File: src/rtl/neuron_layer_wta_ctrl_pkg.sv
// Shared types and helpers for the winner-take-all neuron layer controller.
package neuron_layer_wta_ctrl_pkg;
  localparam int DWIDTH = 20;

  typedef enum logic [2:0] {IDLE, SETTLE, SCAN, FIRE, UPDATE} state_e;

  // Index width that never collapses to zero bits.
  function automatic int idx_w(input int n);
    return (n > 1) ? $clog2(n) : 1;
  endfunction
endpackage

File: src/rtl/neuron_layer_wta_ctrl_if.sv
// Neuron-array, config and spike handshake bundle for the WTA controller.
interface neuron_layer_wta_ctrl_if
  import neuron_layer_wta_ctrl_pkg::*;
#(
  parameter int p_neurons = 4,
  parameter int p_dwidth  = DWIDTH
);
  logic [10:1]                          evt;
  logic [p_neurons-1:0][p_dwidth-1:0]   sum;
  logic [p_neurons-1:0][p_dwidth-1:0]   threshold;
  logic                                 learn_en;
  logic                                 cfg_we;
  logic [idx_w(p_neurons)-1:0]          cfg_addr;
  logic [p_dwidth-1:0]                  cfg_data;
  logic                                 spike_valid;
  logic                                 spike_ready;
  logic [idx_w(p_neurons)-1:0]          spike_id;
  logic [p_dwidth-1:0]                  spike_val;
  logic                                 busy;
  logic [7:0]                           drop_cnt;

  modport slave (
    input  evt, sum, learn_en, cfg_we, cfg_addr, cfg_data, spike_ready,
    output threshold, spike_valid, spike_id, spike_val, busy, drop_cnt
  );
  modport master (
    output evt, sum, learn_en, cfg_we, cfg_addr, cfg_data, spike_ready,
    input  threshold, spike_valid, spike_id, spike_val, busy, drop_cnt
  );
endinterface

File: src/rtl/neuron_layer_wta_ctrl_wta_max_scan.sv
// Serial max tracker: keeps the largest sum that strictly beats its threshold.
module wta_max_scan
  import neuron_layer_wta_ctrl_pkg::*;
#(
  parameter int p_neurons = 4,
  parameter int p_dwidth  = DWIDTH
) (
  input  logic                          clk,
  input  logic                          rst_n,
  input  logic                          clear,
  input  logic                          en,
  input  logic [idx_w(p_neurons)-1:0]   idx,
  input  logic [p_dwidth-1:0]           sum,
  input  logic [p_dwidth-1:0]           thr,
  output logic                          found,
  output logic [idx_w(p_neurons)-1:0]   win_idx,
  output logic [p_dwidth-1:0]           win_val,
  output logic                          nxt_found,
  output logic [idx_w(p_neurons)-1:0]   nxt_idx,
  output logic [p_dwidth-1:0]           nxt_val
);
  logic take;

  // Strict greater-than on the running max keeps ties with the lower index.
  always_comb begin
    take      = en && (sum > thr) && (!found || (sum > win_val));
    nxt_found = found | take;
    nxt_idx   = take ? idx : win_idx;
    nxt_val   = take ? sum : win_val;
  end

  always_ff @(posedge clk or negedge rst_n) begin
    if (!rst_n) begin
      found   <= 1'b0;
      win_idx <= '0;
      win_val <= '0;
    end else if (clear) begin
      found   <= 1'b0;
      win_idx <= '0;
      win_val <= '0;
    end else if (en) begin
      found   <= nxt_found;
      win_idx <= nxt_idx;
      win_val <= nxt_val;
    end
  end
endmodule

File: src/rtl/neuron_layer_wta_ctrl.sv
// Layer sequencer: settle, serial WTA scan, spike handshake, threshold adaptation.
module neuron_layer_wta_ctrl
  import neuron_layer_wta_ctrl_pkg::*;
#(
  parameter int p_neurons   = 4,
  parameter int p_dwidth    = DWIDTH,
  parameter int p_settle    = 2,
  parameter int p_eta_shift = 3,
  parameter int p_thr_init  = 256,
  parameter int p_thr_min   = 16
) (
  input  logic                    clk,
  input  logic                    rst_n,
  neuron_layer_wta_ctrl_if.slave  bus
);
  localparam int IW   = idx_w(p_neurons);
  localparam int CMAX = (p_settle > p_neurons) ? p_settle : p_neurons;
  localparam int CW   = idx_w(CMAX);

  state_e                             state;
  logic [CW-1:0]                      cnt;
  logic [p_neurons-1:0][p_dwidth-1:0] thr, thr_dec;
  logic                               spike_valid;
  logic [IW-1:0]                      spike_id;
  logic [p_dwidth-1:0]                spike_val;
  logic [7:0]                         drop_cnt;

  logic                scan_en, scan_last, found, nxt_found;
  logic [IW-1:0]       scan_idx, win_idx, nxt_idx;
  logic [p_dwidth-1:0] win_val, nxt_val, step_up;

  assign scan_en   = (state == SCAN);
  assign scan_idx  = cnt[IW-1:0];
  assign scan_last = scan_en && (cnt == CW'(p_neurons - 1));

  wta_max_scan #(.p_neurons(p_neurons), .p_dwidth(p_dwidth)) u_scan (
    .clk(clk), .rst_n(rst_n), .clear(state == SETTLE), .en(scan_en),
    .idx(scan_idx), .sum(bus.sum[scan_idx]), .thr(thr[scan_idx]),
    .found(found), .win_idx(win_idx), .win_val(win_val),
    .nxt_found(nxt_found), .nxt_idx(nxt_idx), .nxt_val(nxt_val)
  );

  // Winner moves toward its sum; with no winner every threshold decays to a floor.
  assign step_up = (win_val - thr[win_idx]) >> p_eta_shift;
  always_comb begin
    thr_dec = thr;
    for (int k = 0; k < p_neurons; k++) begin
      thr_dec[k] = thr[k] - (thr[k] >> p_eta_shift);
      if (thr_dec[k] < p_dwidth'(p_thr_min)) thr_dec[k] = p_dwidth'(p_thr_min);
    end
  end

  always_ff @(posedge clk or negedge rst_n) begin
    if (!rst_n) begin
      state       <= IDLE;
      cnt         <= '0;
      for (int k = 0; k < p_neurons; k++) thr[k] <= p_dwidth'(p_thr_init);
      spike_valid <= 1'b0;
      spike_id    <= '0;
      spike_val   <= '0;
      drop_cnt    <= '0;
    end else begin
      if ((|bus.evt) && (state != IDLE) && (drop_cnt != 8'hFF)) drop_cnt <= drop_cnt + 8'd1;
      case (state)
        IDLE: begin
          if (bus.cfg_we && (int'(bus.cfg_addr) < p_neurons)) thr[bus.cfg_addr] <= bus.cfg_data;
          if (|bus.evt) begin
            state <= SETTLE;
            cnt   <= '0;
          end
        end
        SETTLE: begin
          if (cnt == CW'(p_settle - 1)) begin
            state <= SCAN;
            cnt   <= '0;
          end else cnt <= cnt + CW'(1);
        end
        SCAN: begin
          if (scan_last) begin
            if (nxt_found) begin
              state       <= FIRE;
              spike_valid <= 1'b1;
              spike_id    <= nxt_idx;
              spike_val   <= nxt_val;
            end else state <= UPDATE;
          end else cnt <= cnt + CW'(1);
        end
        FIRE: begin
          if (bus.spike_ready) begin
            spike_valid <= 1'b0;
            state       <= UPDATE;
          end
        end
        UPDATE: begin
          if (bus.learn_en) begin
            if (found) thr[win_idx] <= thr[win_idx] + step_up;
            else       thr <= thr_dec;
          end
          state <= IDLE;
        end
        default: state <= IDLE;
      endcase
    end
  end

  assign bus.threshold   = thr;
  assign bus.spike_valid = spike_valid;
  assign bus.spike_id    = spike_id;
  assign bus.spike_val   = spike_val;
  assign bus.busy        = (state != IDLE);
  assign bus.drop_cnt    = drop_cnt;
endmodule

File: src/flat_wrapper.sv
// flat-port wrapper written by rule: the top's interface ports become plain ports
module neuron_layer_wta_ctrl_flat import neuron_layer_wta_ctrl_pkg::*;
#(
  parameter int p_neurons   = 4,
  parameter int p_dwidth    = DWIDTH,
  parameter int p_settle    = 2,
  parameter int p_eta_shift = 3,
  parameter int p_thr_init  = 256,
  parameter int p_thr_min   = 16
)
  (clk, rst_n, bus_evt, bus_sum, bus_learn_en, bus_cfg_we, bus_cfg_addr, bus_cfg_data, bus_spike_ready, bus_threshold, bus_spike_valid, bus_spike_id, bus_spike_val, bus_busy, bus_drop_cnt);
  neuron_layer_wta_ctrl_if #(.p_neurons(p_neurons), .p_dwidth(p_dwidth)) bus_i ();
  input  logic clk;
  input  logic rst_n;
  input wire logic [$bits(bus_i.evt)-1:0] bus_evt;
  input wire logic [$bits(bus_i.sum)-1:0] bus_sum;
  input wire logic [$bits(bus_i.learn_en)-1:0] bus_learn_en;
  input wire logic [$bits(bus_i.cfg_we)-1:0] bus_cfg_we;
  input wire logic [$bits(bus_i.cfg_addr)-1:0] bus_cfg_addr;
  input wire logic [$bits(bus_i.cfg_data)-1:0] bus_cfg_data;
  input wire logic [$bits(bus_i.spike_ready)-1:0] bus_spike_ready;
  output wire logic [$bits(bus_i.threshold)-1:0] bus_threshold;
  output wire logic [$bits(bus_i.spike_valid)-1:0] bus_spike_valid;
  output wire logic [$bits(bus_i.spike_id)-1:0] bus_spike_id;
  output wire logic [$bits(bus_i.spike_val)-1:0] bus_spike_val;
  output wire logic [$bits(bus_i.busy)-1:0] bus_busy;
  output wire logic [$bits(bus_i.drop_cnt)-1:0] bus_drop_cnt;
  assign bus_i.evt = bus_evt;
  assign bus_i.sum = bus_sum;
  assign bus_i.learn_en = bus_learn_en;
  assign bus_i.cfg_we = bus_cfg_we;
  assign bus_i.cfg_addr = bus_cfg_addr;
  assign bus_i.cfg_data = bus_cfg_data;
  assign bus_i.spike_ready = bus_spike_ready;
  assign bus_threshold = bus_i.threshold;
  assign bus_spike_valid = bus_i.spike_valid;
  assign bus_spike_id = bus_i.spike_id;
  assign bus_spike_val = bus_i.spike_val;
  assign bus_busy = bus_i.busy;
  assign bus_drop_cnt = bus_i.drop_cnt;
  neuron_layer_wta_ctrl #(.p_neurons(p_neurons), .p_dwidth(p_dwidth), .p_settle(p_settle), .p_eta_shift(p_eta_shift), .p_thr_init(p_thr_init), .p_thr_min(p_thr_min)) u_core (.clk(clk), .rst_n(rst_n), .bus(bus_i));
endmodule
File: config.mk
export PLATFORM = sky130hd
export DESIGN_NAME = neuron_layer_wta_ctrl_flat
export DESIGN_NICKNAME = d
export VERILOG_FILES = /design/src/rtl/neuron_layer_wta_ctrl_pkg.sv /design/src/rtl/neuron_layer_wta_ctrl_if.sv /design/src/rtl/neuron_layer_wta_ctrl_wta_max_scan.sv /design/src/rtl/neuron_layer_wta_ctrl.sv /design/src/flat_wrapper.sv
export SDC_FILE = /design/constraint.sdc
export NUM_CORES = 1
export LEC_CHECK = 0
export CAP_MARGIN = 40
export CORE_UTILIZATION = 40
export CTS_CLUSTER_DIAMETER = 80
export DETAILED_ROUTE_END_ITERATION = 16
export PLACE_DENSITY = 0.75
export SETUP_SLACK_MARGIN = 0.1
export SLEW_MARGIN = 20
export SYNTH_ARGS = -nofsm -noshare
export SYNTH_HDL_FRONTEND = slang
export SYNTH_SLANG_ARGS = --single-unit
File: constraint.sdc
create_clock -name clk -period 4.9 [get_ports clk]
set_input_delay 0.735 -clock clk [delete_from_list [all_inputs] [get_ports clk]]
set_output_delay 0.735 -clock clk [all_outputs]
set_load 0.1 [all_outputs]
# After elaboration in Yosys (flattened, before gate mapping)
# Index checks and enable logic that the tools add are counted.
totals:
  reg_bits: 139
  latch_bits: 0
  ramBits: 0
  rom_bits: 0
  output_inout_bits: 112
  n_memories: 0
classes:
  n_addsub: 8
  multipliers: 0
  div_mod_pow: 0
  n_lt_le_gt_ge: 11
  n_eq_ne: 15
  shifts: 0
  mux: 42
  bitwise: 1
  reduce_logical: 21
ops:
  columns: ["cell", "count"]
  rows:
  - ["$mux 20", 12]
  - ["$mux 80", 3]
  - ["$bwmux 80", 2]
  - ["$pmux 80 s2", 1]
  - ["$bmux 20 s2", 3]
  - ["$demux 20 s2", 2]
  - ["$lt 20x5->1 const B", 4]
  - ["$sub 20x17->20", 4]
  - ["$gt 20x20->1", 2]
  - ["$add 20x17->20", 1]
  - ["$sub 20x20->20", 1]
  - ["$mux 3", 5]
  - ["$mux 2", 6]
  - ["$ne 2x2->1 const B", 6]
  - ["$pmux 3 s4", 1]
  - ["$reduce_or 10->1", 1]
  - ["$lt 2x3->1 const B", 3]
  - ["$reduce_and 3->1", 3]
  - ["$add 8x1->8 const B", 1]
  - ["$ne 8x8->1 const B", 1]
  - ["$reduce_and 4->1", 2]
  - ["$logic_and 1x1->1", 7]
  - ["$eq 3x2->1 const B", 2]
  - ["$pmux 2 s3", 1]
  - ["other kinds (15)", 24]

# Logic depth before layout (Yosys ltp)
depth:
  ltp_word: 9
  mapped_depth: 24
  depth_no_buf: 21

# Cells and area by module
# Synthesis repeated with hierarchy kept, for this count alone.
hier_totals:
  cells_unflattened: 1787
  hier_area_um2: 15449.8
by_module_without_submodules:
  columns: ["module", "instances", "cells_each", "area_each_um2"]
  rows:
  - ["neuron_layer_wta_ctrl", 1, 1523, 12927.4]
  - ["wta_max_scan", 1, 264, 2522.4]

# Worst setup path after synthesis
# No wires, ideal clock.
synth_path:
  path_kind: "flip-flop to flip-flop"
  startpoint: "register u_core.u_scan.win_idx[0]"
  endpoint: "register u_core.thr, in the netlist u_core.bus.threshold[17]"
  setup_ns: 0.094
  t_arrival_ns: 5.378
  required_ns: 4.806
  setup_slack_ns: -0.572
  stages_incl_launch_ff: 23
  cell_sequence: "dfrtp_1 buf_2 clkbuf_1 buf_1 mux4_2 inv_1 ha_1 a21oi_1 nand3b_1 o31ai_1 o21ai_1 or4_1 a41oi_1 o21bai_1 a21oi_1 xnor2_1 ha_1 and3_1 a211o_1 a21oi_1 xnor2_1 a221oi_1 a211oi_1"
synth_between:
  elab_chain_len: 8
synth_lines:
  columns: ["item", "line", "source"]
  rows:
  - ["start: declaration", "neuron_layer_wta_ctrl_wta_max_scan.sv:16", "output logic [idx_w(p_neurons)-1:0] win_idx,"]
  - ["start signal: assignment", "neuron_layer_wta_ctrl_wta_max_scan.sv:43", "win_idx <= nxt_idx;"]
  - ["$bmux 20 s2, or another cell as far along", "neuron_layer_wta_ctrl.sv:44, neuron_layer_wta_ctrl.sv:96", null]
  - ["$mux 20 (implied by the code) or $logic_and 1x1->1 (tied branches)", "neuron_layer_wta_ctrl.sv:44, neuron_layer_wta_ctrl.sv:96", null]
  - ["$sub 20x20->20 or $mux 20 (tied branches)", "neuron_layer_wta_ctrl.sv:44, neuron_layer_wta_ctrl.sv:96", null]
  - ["$add 20x17->20 or $demux 20 s2 (tied branches)", null, null]
  - ["$bwmux 80 *", "neuron_layer_wta_ctrl.sv:96", "if (found) thr[win_idx] <= thr[win_idx] + step_up;"]
  - ["$mux 80 *", "neuron_layer_wta_ctrl.sv:96", null]
  - ["$mux 80 *", "neuron_layer_wta_ctrl.sv:95", "if (bus.learn_en) begin"]
  - ["$pmux 80 s2 *", "neuron_layer_wta_ctrl.sv:64", "case (state)"]
  - ["end signal: indexed assignment", "neuron_layer_wta_ctrl.sv:96", null]
  - ["end signal: assignment", "neuron_layer_wta_ctrl.sv:97", "else thr <= thr_dec;"]
  - ["end: declaration", "neuron_layer_wta_ctrl.sv:22", "logic [p_neurons-1:0][p_dwidth-1:0] thr, thr_dec;"]
# Every way passes the cells marked *; elsewhere a longest branch is shown, timed or not. The select of a mux whose other input is x is not followed.
# A chain may end at the register's enable or synchronous reset.

# Worst setup path after layout
layout_path:
  startpoint: "register u_core.u_scan.win_idx[0]"
  endpoint: "register u_core.thr, in the netlist u_core.bus.threshold[76]"
# The elaborated chain is that of the path after synthesis.

==> flow_summary.html <==
<table>
<tr><th>Metric</th><th>Value</th></tr>
<tr><th colspan="2">Hold path</th></tr>
<tr><td>Kind of path behind the tightest hold check</td><td>in -&gt; async</td></tr>
<tr><th colspan="2">Run</th></tr>
<tr><td>Max Cap Violations</td><td>0</td></tr>
<tr><th colspan="2">Timing</th></tr>
<tr><td>Setup repair after global routing missed its margin</td><td>true</td></tr>
<tr><td>Worst setup skew after layout</td><td>around 16 ps</td></tr>
<tr><td>F_max</td><td>approximately 0.21 GHz</td></tr>
<tr><td>Worst-margin pin slew</td><td>810.4 ps</td></tr>
<tr><td>Final critical-path share of the clock period</td><td>98.10%</td></tr>
<tr><td>Final count of negative-setup-slack endpoints</td><td>0</td></tr>
<tr><td>Minimum period implied by the final worst setup slack</td><td>4807 ps</td></tr>
<tr><td>Number of slew-limit violations in the final report</td><td>0</td></tr>
<tr><td>Final hold violation count</td><td>0</td></tr>
<tr><td>Max-Slew Margin vs Limit</td><td>between 40% and 50%</td></tr>
<tr><th colspan="2">Setup path</th></tr>
<tr><td>Required arrival time at the worst endpoint</td><td>5200 ps</td></tr>
<tr><td>Cells along the critical path</td><td>buf_12 &gt; mux4_2 &gt; inv_2 &gt; ha_4 &gt; a21oi_4 &gt; o21bai_4 &gt; o31ai_4 &gt; o21ai_2 &gt; or4_4 &gt; a41oi_4 &gt; xnor2_1 &gt; ha_1 &gt; and3_1 &gt; nand3_1 &gt; inv_1 &gt; o211ai_1 &gt; nand4_1 &gt; a31oi_2 &gt; xnor2_2 &gt; a221oi_1 &gt; a211oi_1</td></tr>
<tr><td>Worst setup EP type</td><td>register</td></tr>
<tr><td>Critical path class</td><td>reg -&gt; reg</td></tr>
<tr><td>Peak per-stage delay on the critical path</td><td>540 ps</td></tr>
<tr><td>Cell with the biggest individual delay on the critical path</td><td>mux4_2</td></tr>
<tr><td>Critical Path Fanout Max</td><td>5</td></tr>
<tr><td>Signal arrival time at the worst endpoint</td><td>around 5100 ps</td></tr>
<tr><td>Worst setup SP type</td><td>register</td></tr>
<tr><th colspan="2">GRT</th></tr>
<tr><td>Global-route wire length before repair</td><td>around 95000 µm</td></tr>
<tr><td>Number of global-route vias before repair</td><td>17230</td></tr>
<tr><td>Initial antenna violation count</td><td>0</td></tr>
<tr><td>Total Routing Usage GR</td><td>31.23%</td></tr>
<tr><td>Remaining Overflow, GRT</td><td>0</td></tr>
<tr><td>Pin count of the biggest net entering global routing</td><td>69</td></tr>
<tr><th colspan="2">Final layout</th></tr>
<tr><td>Share of post-route cells with drive strength above 1</td><td>17.71%</td></tr>
<tr><td>Nets@finish</td><td>2545</td></tr>
<tr><td>Inserted Diodes</td><td>0</td></tr>
<tr><td>Area grow syn2layout</td><td>39.71%</td></tr>
<tr><td>Core utilization of the finished layout</td><td>57.30%</td></tr>
<tr><td>FILL cells</td><td>about 3200</td></tr>
<tr><th colspan="2">Die</th></tr>
<tr><td>Die width</td><td>199.2 µm</td></tr>
<tr><td>Row count</td><td>71</td></tr>
<tr><td>Die Area</td><td>39690 µm²</td></tr>
<tr><td>Starting Density</td><td>41.01%</td></tr>
<tr><td>Overall die height</td><td>199.2 µm</td></tr>
<tr><td>Standard cell core area</td><td>37930 µm²</td></tr>
<tr><td>Count of pins on the block boundary</td><td>229</td></tr>
<tr><th colspan="2">Outcome</th></tr>
<tr><td>Outcome</td><td>completed</td></tr>
<tr><th colspan="2">Yosys</th></tr>
<tr><td>Syn Inst Count</td><td>1909</td></tr>
<tr><td>Share of the synthesized area in the top cell type</td><td>21.71%</td></tr>
<tr><td>Share of synthesized area occupied by flip-flops and latches</td><td>22.39%</td></tr>
<tr><td>Unique cell type count in the Yosys netlist</td><td>78</td></tr>
<tr><td>Most used flip-flop cell after synthesis</td><td>dfrtp_1</td></tr>
<tr><td>Most common cell in the synthesized netlist</td><td>inv_1</td></tr>
<tr><td>Syn_area_per_cell</td><td>8.150 µm²</td></tr>
<tr><td>Synthesized cell area</td><td>15560 µm²</td></tr>
<tr><td>Top cell types by occurrence after synthesis</td><td>169 x inv_1, 166 x a21oi_1, 161 x nor2_1</td></tr>
<tr><td>Ranking of synthesized cells by area</td><td>dfrtp_1 22%, ha_1 12%, mux4_2 8.7%, a21oi_1 5.3%, inv_1 4.1%</td></tr>
<tr><td>EDFF count, synth</td><td>0</td></tr>
<tr><td>Share of synthesized registers carrying an async set or reset</td><td>100.0%</td></tr>
<tr><td>Synth warnings</td><td>0</td></tr>
<tr><td>Post-Syn Nets</td><td>2180</td></tr>
<tr><td>FF+latch count, synth</td><td>139</td></tr>
<tr><td>Post-synth top area cell</td><td>dfrtp_1</td></tr>
<tr><th colspan="2">Routing</th></tr>
<tr><td>Post-route ant nets</td><td>0</td></tr>
<tr><td>DR pass1 iterations</td><td>8</td></tr>
<tr><td>Iter 0 DRT Violations</td><td>1875</td></tr>
<tr><td>Remaining design rule violation count</td><td>0</td></tr>
<tr><td>DR vias/cell</td><td>between 6 and 7</td></tr>
<tr><td>DR WL/cell</td><td>22.45 µm</td></tr>
<tr><td>Routed wire length</td><td>roughly 63000 µm</td></tr>
<tr><td>Vias</td><td>17470</td></tr>
<tr><th colspan="2">CTS</th></tr>
<tr><td>Max Root-Sink Buffers</td><td>2</td></tr>
<tr><td>CTS tree</td><td>done</td></tr>
<tr><td>CTS Root Cell</td><td>clkbuf_16</td></tr>
<tr><td>CTS clock-pin slew for the worst setup and hold paths</td><td>approximately 80 ps</td></tr>
<tr><td># H-tree levels</td><td>4</td></tr>
<tr><td>Sink Count</td><td>139</td></tr>
<tr><td>Clock insertion delay at the later pin of the skew report</td><td>roughly 450 ps</td></tr>
<tr><td>Hold Buf Count CTS</td><td>0</td></tr>
<tr><td>Total clock buffers created by CTS</td><td>17</td></tr>
<tr><th colspan="2">Placement</th></tr>
<tr><td>Last weighted congestion value of the routability-driven placer</td><td>1.009</td></tr>
<tr><td>Dpl hpwl</td><td>49230 µm</td></tr>
<tr><td>Port-buffer cells</td><td>~230</td></tr>
</table>
==> registers in the layout, indices dropped and copies added (netlist names) <==
name,count
u_core.bus.drop_cnt,8
u_core.bus.spike_valid,1
u_core.bus.spike_id,2
u_core.bus.threshold,80
u_core.state,3
u_core.cnt,2
u_core.u_scan.win_val,20
u_core.u_scan.found,1
u_core.u_scan.win_idx,2
u_core.bus.spike_val,20
==> area by class of cell <==
class / instances / area (µm²) / share of cell area (%)
tap: 511 / 639.4 / 2.942
timing repair buffer: 445 / 4995 / 22.98
inverter: 170 / 638.1 / 2.936
multi-input combinational: 1501 / 11370 / 52.30
clock inverter: 14 / 150.1 / 0.6908
clock buffer: 18 / 439.2 / 2.021
sequential: 139 / 3506 / 16.13
==> logic make-up after synthesis <==
family | Yosys count | share of synthesized area [%]
AO/OA/AOI/OAI | 659 | 27.83
XOR/XNOR | 91 | 5.123
multiplexers | 67 | 9.152
flip-flops | 139 | 22.39
adder cells (fa/ha/maj) | 154 | 12.63
AND/OR/NAND/NOR | 530 | 16.37
buffers and inverters | 269 | 6.506
==> per-stage QoR <==
stage	area (µm²)	cells	TNS [ps]	hold WS, ps	worst slack, ps
6_report	21730	2798	0	286.2	93.09
4_1_cts	21430	2792	0	328.9	54.12
3_5_place_dp	20800	2760	-92.66	483.5	-36.94
5_1_grt	21730	2798	-484.3	339.1	-120.4
3_3_place_gp	18940	2647	0	483.6	91.12
2_1_floorplan	15620	1909	0	439.4	103.4
==> final timing paths <==
check,start,to,slack [ps],cells past startpoint
worst max-delay path,u_core.u_scan.win_idx[0],u_core.bus.threshold[76],90,21
worst min-delay path,rst_n,u_core.bus.drop_cnt[4],290,1
worst max register to register,u_core.u_scan.win_idx[0],u_core.bus.threshold[76],90,21
worst min register to register,u_core.bus.spike_valid,u_core.bus.spike_valid,500,1
max in group asynchronous,rst_n,u_core.u_scan.win_val[7],3630,2
min in group clk,u_core.bus.spike_valid,u_core.bus.spike_valid,500,1
==> worst max-delay path, delay by kind of cell (launching register included) <==
| kind | cells | cell delay (ps) |
|---|---|---|
| DFF | 1 | 460 |
| adders and majority gates | 2 | 480 |
| muxes | 1 | 540 |
| buffers and inverters | 3 | 290 |
| and+or+nand+nor | 4 | 910 |
| AOI/OAI and AO/OA | 9 | 1660 |
| xor gates and xnor gates | 2 | 330 |
==> cells in the final DEF, fill, tap and decap left out, types with 60 or more instances in the layout <==
master / instances
buf_8: 100
dfrtp_1: 117
nand2_1: 132
nor2_1: 160
inv_1: 165
mux4_2: 60
xnor2_1: 65
buf_4: 98
o31ai_1: 61
clkdlybuf4s50_1: 227
ha_1: 145
o21ai_0: 111
a21oi_1: 157
==> routing by layer <==
metal  share of wire (%)  vias to the layer above  routed length [µm]  track usage [%]
li1                    -                     7888                   -                -
met1                  39                     8330               24510            39.69
met2                  46                     1079               28910            51.41
met5                   0                        -                   0                0
met4                 4.1                        0                2571            13.13
met3                  11                      174                6814            6.211
==> timing repair <==
item | CTS | global route
pin swaps | 0 | 15
setup endpoints to repair | 14 | 41
setup buffers | 0 | 5
resized for setup | 9 | 51
gates cloned | 0 | 1
Power is not shown: default switching activity piles up to over one toggle a cycle in this logic, so the estimate is an artifact.
